`config.mk`:
```
export PLATFORM = sky130hd
export DESIGN_NAME = muldiv_iter_unit
export DESIGN_NICKNAME = d
export VERILOG_FILES = /design/src/rtl/muldiv_pkg.sv /design/src/rtl/muldiv_step.sv /design/src/rtl/muldiv_iter_unit.sv
export SDC_FILE = /design/constraint.sdc
export NUM_CORES = 1
export LEC_CHECK = 0
export BUFFER_PORTS_ARGS = -buffer_cell sky130_fd_sc_hd__buf_2
export CORE_ASPECT_RATIO = 1.75
export CORE_MARGIN = 8
export CORE_UTILIZATION = 55
export DETAILED_ROUTE_END_ITERATION = 7
export PLACE_DENSITY = 0.82
export RECOVER_POWER = 50
export SLEW_MARGIN = 0
export SYNTH_ARGS = -nofsm -noshare
export SYNTH_HDL_FRONTEND = slang
export SYNTH_SLANG_ARGS = --single-unit
```
`constraint.sdc`:
```
create_clock -name clk -period 12.05 [get_ports clk]
set_clock_uncertainty 0.2 [all_clocks]
set_input_delay 2.41 -clock clk [delete_from_list [all_inputs] [get_ports clk]]
set_output_delay 2.41 -clock clk [all_outputs]
set_load 0.01 [all_outputs]
```
`src/rtl/muldiv_pkg.sv`:
```
// muldiv_pkg: shared definitions for the iterative multiply/divide unit.
//   op_e    : operation codes as presented on op_i
//   state_e : control FSM states
//   to_op / is_div / is_signed / is_acc / is_sub : op-class helpers
package muldiv_pkg;

  typedef enum logic [2:0] {
    MULT  = 3'd0,
    MULTU = 3'd1,
    DIV   = 3'd2,
    DIVU  = 3'd3,
    MADD  = 3'd4,
    MADDU = 3'd5,
    MSUB  = 3'd6,
    MSUBU = 3'd7
  } op_e;

  typedef enum logic [2:0] {
    IDLE = 3'd0,
    PREP = 3'd1,
    CALC = 3'd2,
    FIX  = 3'd3,
    DONE = 3'd4
  } state_e;

  // Map a raw op code onto an operation; anything unrecognised runs as MULTU.
  function automatic op_e to_op(logic [2:0] code);
    op_e op;
    case (code)
      3'd0:    op = MULT;
      3'd1:    op = MULTU;
      3'd2:    op = DIV;
      3'd3:    op = DIVU;
      3'd4:    op = MADD;
      3'd5:    op = MADDU;
      3'd6:    op = MSUB;
      3'd7:    op = MSUBU;
      default: op = MULTU;
    endcase
    return op;
  endfunction

  function automatic logic is_div(op_e op);
    return (op == DIV) || (op == DIVU);
  endfunction

  function automatic logic is_signed(op_e op);
    return (op == MULT) || (op == DIV) || (op == MADD) || (op == MSUB);
  endfunction

  function automatic logic is_acc(op_e op);
    return (op == MADD) || (op == MADDU) || (op == MSUB) || (op == MSUBU);
  endfunction

  function automatic logic is_sub(op_e op);
    return (op == MSUB) || (op == MSUBU);
  endfunction

endpackage

```
`src/rtl/muldiv_step.sv`:
```
// muldiv_step: one CALC-cycle worth of work, UNROLL bits, purely combinational.
//   div      : 1 = restoring-divide step, 0 = shift-add multiply step
//   hi_in    : partial product high half / partial remainder
//   lo_in    : multiplier bits still to consume / dividend bits shifting into quotient
//   operand  : multiplicand magnitude / divisor magnitude
//   hi_out, lo_out : updated {hi,lo} after UNROLL bits
module muldiv_step #(
  parameter int DATA_W = 32,
  parameter int UNROLL = 1
) (
  input  logic              div,
  input  logic [DATA_W-1:0] hi_in,
  input  logic [DATA_W-1:0] lo_in,
  input  logic [DATA_W-1:0] operand,
  output logic [DATA_W-1:0] hi_out,
  output logic [DATA_W-1:0] lo_out
);

  logic [DATA_W:0]   t;
  logic [DATA_W-1:0] hi;
  logic [DATA_W-1:0] lo;

  // NOTE: combinational logic uses blocking assignments and gives every
  // variable a value up front, so no path through the block leaves a latch.
  always_comb begin
    t  = '0;
    hi = hi_in;
    lo = lo_in;
    for (int i = 0; i < UNROLL; i++) begin
      if (div) begin
        // Shift the next dividend bit into the remainder; subtract if it fits.
        t  = {hi, lo[DATA_W-1]};
        lo = {lo[DATA_W-2:0], 1'b0};
        if (t >= {1'b0, operand}) begin
          t     = t - {1'b0, operand};
          lo[0] = 1'b1;
        end
        // The remainder is now below the divisor, so the top bit is zero.
        hi = t[DATA_W-1:0];
      end else begin
        // Add the multiplicand when the current multiplier bit is set, then
        // shift the whole {carry,hi,lo} right by one.
        t  = {1'b0, hi} + (lo[0] ? {1'b0, operand} : '0);
        lo = {t[0], lo[DATA_W-1:1]};
        hi = t[DATA_W:1];
      end
    end
    hi_out = hi;
    lo_out = lo;
  end

endmodule

```
`src/rtl/muldiv_iter_unit.sv`:
```
// muldiv_iter_unit: iterative multiply / divide / multiply-accumulate unit.
//   clk, resetn          : clock, asynchronous active-low reset
//   start_i, op_i        : request and op code, sampled in IDLE
//   src1_i, src2_i       : multiplicand/dividend, multiplier/divisor
//   hl_i                 : current {HI,LO} for MADD/MSUB family
//   annul_i              : abort whatever is in flight
//   result_o             : {HI,LO}; divide gives HI=remainder, LO=quotient
//   ready_o              : one-cycle pulse when result_o is fresh
//   div_zero_o           : set with ready_o for a divide by zero
//   busy_o, stallreq_o   : FSM not idle / stall request to the pipeline
module muldiv_iter_unit
  import muldiv_pkg::*;
#(
  parameter int DATA_W = 32,
  parameter int UNROLL = 1
) (
  input  logic                clk,
  input  logic                resetn,
  input  logic                start_i,
  input  logic [2:0]          op_i,
  input  logic [DATA_W-1:0]   src1_i,
  input  logic [DATA_W-1:0]   src2_i,
  input  logic [2*DATA_W-1:0] hl_i,
  input  logic                annul_i,
  output logic [2*DATA_W-1:0] result_o,
  output logic                ready_o,
  output logic                div_zero_o,
  output logic                busy_o,
  output logic                stallreq_o
);

  localparam int STEPS = DATA_W / UNROLL;
  localparam int CNT_W = (STEPS > 1) ? $clog2(STEPS) : 1;

  state_e              state;
  op_e                 op_q;
  logic [DATA_W-1:0]   a_q;        // src1 as captured
  logic [DATA_W-1:0]   b_q;        // src2 as captured, then the step operand
  logic [2*DATA_W-1:0] hl_q;
  logic [DATA_W-1:0]   hi_q;
  logic [DATA_W-1:0]   lo_q;
  logic                neg_res_q;  // negate product / quotient in FIX
  logic                neg_rem_q;  // negate remainder in FIX
  logic [CNT_W-1:0]    cnt_q;
  logic [2*DATA_W-1:0] result_q;
  logic                div_zero_q;

  logic [DATA_W-1:0]   mag_a, mag_b;
  logic [DATA_W-1:0]   step_hi, step_lo;
  logic [2*DATA_W-1:0] prod, prod_s, fix_result;
  logic [DATA_W-1:0]   quo, rem;

  muldiv_step #(.DATA_W(DATA_W), .UNROLL(UNROLL)) u_step (
    .div     (is_div(op_q)),
    .hi_in   (hi_q),
    .lo_in   (lo_q),
    .operand (b_q),
    .hi_out  (step_hi),
    .lo_out  (step_lo)
  );

  always_comb begin
    mag_a = a_q;
    mag_b = b_q;
    if (is_signed(op_q) && a_q[DATA_W-1]) mag_a = -a_q;
    if (is_signed(op_q) && b_q[DATA_W-1]) mag_b = -b_q;

    prod   = {hi_q, lo_q};
    prod_s = neg_res_q ? -prod : prod;
    quo    = neg_res_q ? -lo_q : lo_q;
    rem    = neg_rem_q ? -hi_q : hi_q;

    if (is_div(op_q))      fix_result = {rem, quo};
    else if (is_sub(op_q)) fix_result = hl_q - prod_s;
    else if (is_acc(op_q)) fix_result = hl_q + prod_s;
    else                   fix_result = prod_s;
  end

  // NOTE: every register in this block, datapath included, is reset so the
  // outputs are defined straight out of reset; state uses non-blocking
  // assignments so all registers update together on the edge.
  always_ff @(posedge clk or negedge resetn) begin
    if (!resetn) begin
      state      <= IDLE;
      op_q       <= MULTU;
      a_q        <= '0;
      b_q        <= '0;
      hl_q       <= '0;
      hi_q       <= '0;
      lo_q       <= '0;
      neg_res_q  <= 1'b0;
      neg_rem_q  <= 1'b0;
      cnt_q      <= '0;
      result_q   <= '0;
      div_zero_q <= 1'b0;
    end else begin
      case (state)
        IDLE: begin
          if (start_i && !annul_i) begin
            op_q       <= to_op(op_i);
            a_q        <= src1_i;
            b_q        <= src2_i;
            hl_q       <= hl_i;
            div_zero_q <= 1'b0;
            state      <= PREP;
          end
        end
        PREP: begin
          if (annul_i) begin
            state <= IDLE;
          end else begin
            neg_res_q <= is_signed(op_q) & (a_q[DATA_W-1] ^ b_q[DATA_W-1]);
            neg_rem_q <= is_signed(op_q) & a_q[DATA_W-1];
            hi_q      <= '0;
            cnt_q     <= '0;
            if (is_div(op_q) && (b_q == '0)) begin
              result_q   <= {a_q, {DATA_W{1'b1}}};
              div_zero_q <= 1'b1;
              state      <= DONE;
            end else begin
              // Divide walks the dividend through lo; multiply walks the multiplier.
              b_q   <= is_div(op_q) ? mag_b : mag_a;
              lo_q  <= is_div(op_q) ? mag_a : mag_b;
              state <= CALC;
            end
          end
        end
        CALC: begin
          if (annul_i) begin
            state <= IDLE;
          end else begin
            hi_q  <= step_hi;
            lo_q  <= step_lo;
            cnt_q <= cnt_q + CNT_W'(1);
            if (cnt_q == CNT_W'(STEPS - 1)) state <= FIX;
          end
        end
        FIX: begin
          if (annul_i) begin
            state <= IDLE;
          end else begin
            result_q <= fix_result;
            state    <= DONE;
          end
        end
        DONE:    state <= IDLE;
        default: state <= IDLE;
      endcase
    end
  end

  assign result_o   = result_q;
  assign div_zero_o = div_zero_q;
  assign busy_o     = (state != IDLE);
  // An annul in DONE must suppress the pulse in that very cycle.
  assign ready_o    = (state == DONE) && !annul_i;
  assign stallreq_o = ((state == IDLE) && start_i && !annul_i) ||
                      (((state == PREP) || (state == CALC) || (state == FIX)) && !annul_i);

endmodule

```
==> summary.txt <==
Timing
  – Worst Setup Slack, final: 3250 ps
  – Period Utilization, post-route: about three quarters
  – Slew HR: -249%
  – Worst-margin pin slew: 5230 ps
  – Setup violators final: 0
  – Final Slew Violations: 227
  – Tmin final: 8800 ps
  – RSZ-0062 raised after global routing: false
  – Setup Total Neg Slack: 0 ps
  – Final count of hold timing violations: 0
  – Minimum hold slack: around 290 ps
  – FMAX: 114 MHz

Logic synthesis
  – Synth area leaders: dfrtp_1 24%, ha_1 8.8%, a21oi_1 7.0%
  – Syn Std Cell Area: 27,800 um2
  – Ys flop type: dfrtp_1
  – Synth Warn #: 0
  – Top cells by count, synth: 418 x nor2_1, 388 x a21oi_1, 280 x o21ai_0
  – Dominant cell type by area after synthesis: dfrtp_1
  – Cells after synthesis: 3,627
  – Most common cell in the netlist: nor2_1
  – Sequential share of the synthesized area: 24.3%
  – Top cell type's share of synthesized area: 24.2%
  – Number of enable flip-flop cells after synthesis: 0
  – Post-synth cell types: 100
  – Avg Cell Area, Syn: 7.66 um2
  – Mapped Nets: 3,961
  – Ys async rst share: 100%
  – #FFs+latches synth: 270

Clock tree
  – CTS resizes: 0
  – Longest Clk Path Bufs: 3
  – TritonCTS clock tree: yes
  – CTS Buf Count: 28
  – Setup repair bufs after CTS: 0
  – H-tree Lvls: 1
  – Skew-Pair Late Insertion Delay: 620 ps
  – CTS sink cnt: 270
  – Clock-pin slew on the worst setup and hold paths: 60 ps
  – Clk root buf: clkbuf_16
  – Hold buffer count at CTS: 0

Setup path
  – Crit start category: input pin
  – RR Endpoint: result_o[47]
  – Critical path's most frequent cell: clkbuf_1
  – Critical path type: input pin to async pin
  – Crit Path Max Fanout: 84
  – Worst setup EP type: async pin
  – Crit path max-delay family: buffers and inverters
  – R2R Setup Slk: 4460 ps
  – R2R Path Start: lo_q[0]
  – CP max stage delay: 3590 ps
  – Crit-path cells: clkbuf_1 > clkbuf_1
  – Worst Reg-to-Reg Cells: 20
  – WP data required: 11,690 ps
  – Slowest CP cell: clkbuf_1
  – Crit path DAT: 8430 ps
  – Crit path buf inv count: 2

Power and ir drop
  – Static leakage: roughly 13 nW
  – Pwr dens: between 300 and 400 nW/um2
  – Worst VDD drop: 180 uV

Drt
  – Drt first pass iters: 7
  – Residual DRC: 0
  – Routed vias/inst: 6.76
  – Routed Antenna Nets: 0
  – Vias after detailed routing: 29,400
  – DR WL/cell: 25.9 um
  – Iter 0 DRT Violations: 3,465
  – Drt total wl: 113,000 um

Floorplanning
  – # IOs: 203
  – Die Y: 313 um
  – Core area: 50,200 um2
  – Initial Util: 55.3%
  – Die area: 58,200 um2
  – Site Rows: 109
  – Die Wd: 186 um

Layout
  – End-of-flow core utilization: 59.6%
  – Synth-to-layout area growth: 7.76%
  – Fill cell count: 4,730
  – Layout cells sized above 1: 11.9%
  – Layout Nets: 3,990

Outcome
  – Violated checks: capacitance limit, slew limit
  – Outcome: finished, violations left

Place
  – PortBufs: 202
  – Final GP Congestion: 1.07
  – Dpl ws: just under 5000 ps
  – DP HPWL: between 80,000 and 90,000 um

Global routing
  – Largest net degree at the start of global routing: 85
  – Grt total ovfl: 0
  – Vias in the first global route: 28,900
  – Initial antenna violation count: 3
  – Total Routing Usage GR: 37.7%
  – First-pass GRT wire length: roughly 170,000 um

Hold path
  – Hold EP: result_o[33]
  – Worst hold stages: 2
  – Min-delay src: result_o[33]
  – Worst min-delay path category: flop to flop

Job
  – Total of max-cap violations: 4
## worst max-delay path by stage
| stage | slack, ps | depth (start not counted) | end | from |
|---|---|---|---|---|
| global placement | 4940 | 21 | result_o[63] | lo_q[0] |
| CTS | 4750 | 21 | result_o[63] | lo_q[0] |
| floorplan | 6200 | 3 | ready_o | annul_i |
| global route | 2140 | 2 | op_q[1] | resetn |
| finish | 3250 | 2 | op_q[1] | resetn |
| detailed placement | 4820 | 21 | result_o[63] | lo_q[0] |
## metal layers
metal | global-route usage, % | vias to the layer above | wire length [um]
met4 | 29.9 | 4 | 10400
met3 | 8.77 | 566 | 11300
met2 | 61.2 | 1840 | 52100
li1 | - | 13100 | -
met1 | 41.5 | 13900 | 38700
met5 | 0 | - | 25
## final cells by class
type                    instances  area, um2  area share (%)
diodes                          2       5.00          0.0167
clock buffers                  38        798            2.67
clock inverters                10        138           0.460
inverters                     193        724            2.42
multi-input cells            2932      19500            65.0
flip-flops and latches        270       6760            22.6
well taps                     666        833            2.78
repair buffers                231       1200            4.02
## placed cells by master (no fill, tap or decap), types with 17 or more instances in the layout
master,Yosys,routed
nand3_1,63,62
buf_2,2,193
a21o_1,81,81
inv_1,191,190
clkbuf_16,0,28
nor3_1,72,71
xor2_1,85,85
and3_1,18,18
or3_1,38,38
nand2b_1,37,36
o21bai_1,46,46
dfrtp_1,269,266
ha_1,195,195
nand4_1,36,36
nor2b_1,26,26
buf_4,0,25
o31ai_1,35,35
clkbuf_1,205,17
o21ai_0,280,280
a22oi_1,18,18
o31a_1,22,22
nand2_1,277,276
o21a_1,18,18
o211ai_1,21,21
a31oi_1,45,45
mux2i_1,42,42
nor2_1,418,415
nor4_1,41,41
a211oi_1,61,61
mux2_2,103,103
xnor2_1,186,186
a21oi_1,388,388
## where the power goes
group / leakage (nW) / total (mW) / switching [mW] / internal [mW]
Sequential: 3.23 / 1.83 / 0.633 / 1.20
Combinational: 9.51 / 8.02 / 5.13 / 2.89
Clock: 0.453 / 0.928 / 0.421 / 0.507
Total: 13.2 / 10.8 / 6.19 / 4.59
## metrics by stage
stage,instance area (um2),power [mW],std cells
after CTS,30000,10.4,4340
after global routing,29900,11.4,4340
after detailed placement,29000,9.39,4292
final,29900,10.8,4342
after floorplan,27800,7.19,3627
after global placement,29000,9.35,4292
## sequential cells by signal, summed over array words and instances (netlist names)
| name | count |
|---|---|
| neg_res_q | 1 |
| state | 3 |
| result_o | 64 |
| hi_q | 32 |
| op_q | 3 |
| lo_q | 32 |
| b_q | 32 |
| div_zero_o | 1 |
| hl_q | 64 |
| neg_rem_q | 1 |
| cnt_q | 5 |
| a_q | 32 |
## cell families (layout without fill, tap and decap cells)
group                      Yosys count  after routing  share of synthesized area [%]
other                                0              2                              0
AOI/OAI and AO/OA                 1192           1192                           27.1
buffers and inverters              425            472                           5.78
xor gates and xnor gates           272            272                           8.60
and+or+nand+nor                   1117           1117                           18.9
muxes                              152            152                           6.23
adders and majority gates          199            199                           9.07
DFF                                270            270                           24.3
Power figures use the tool's default switching activity.
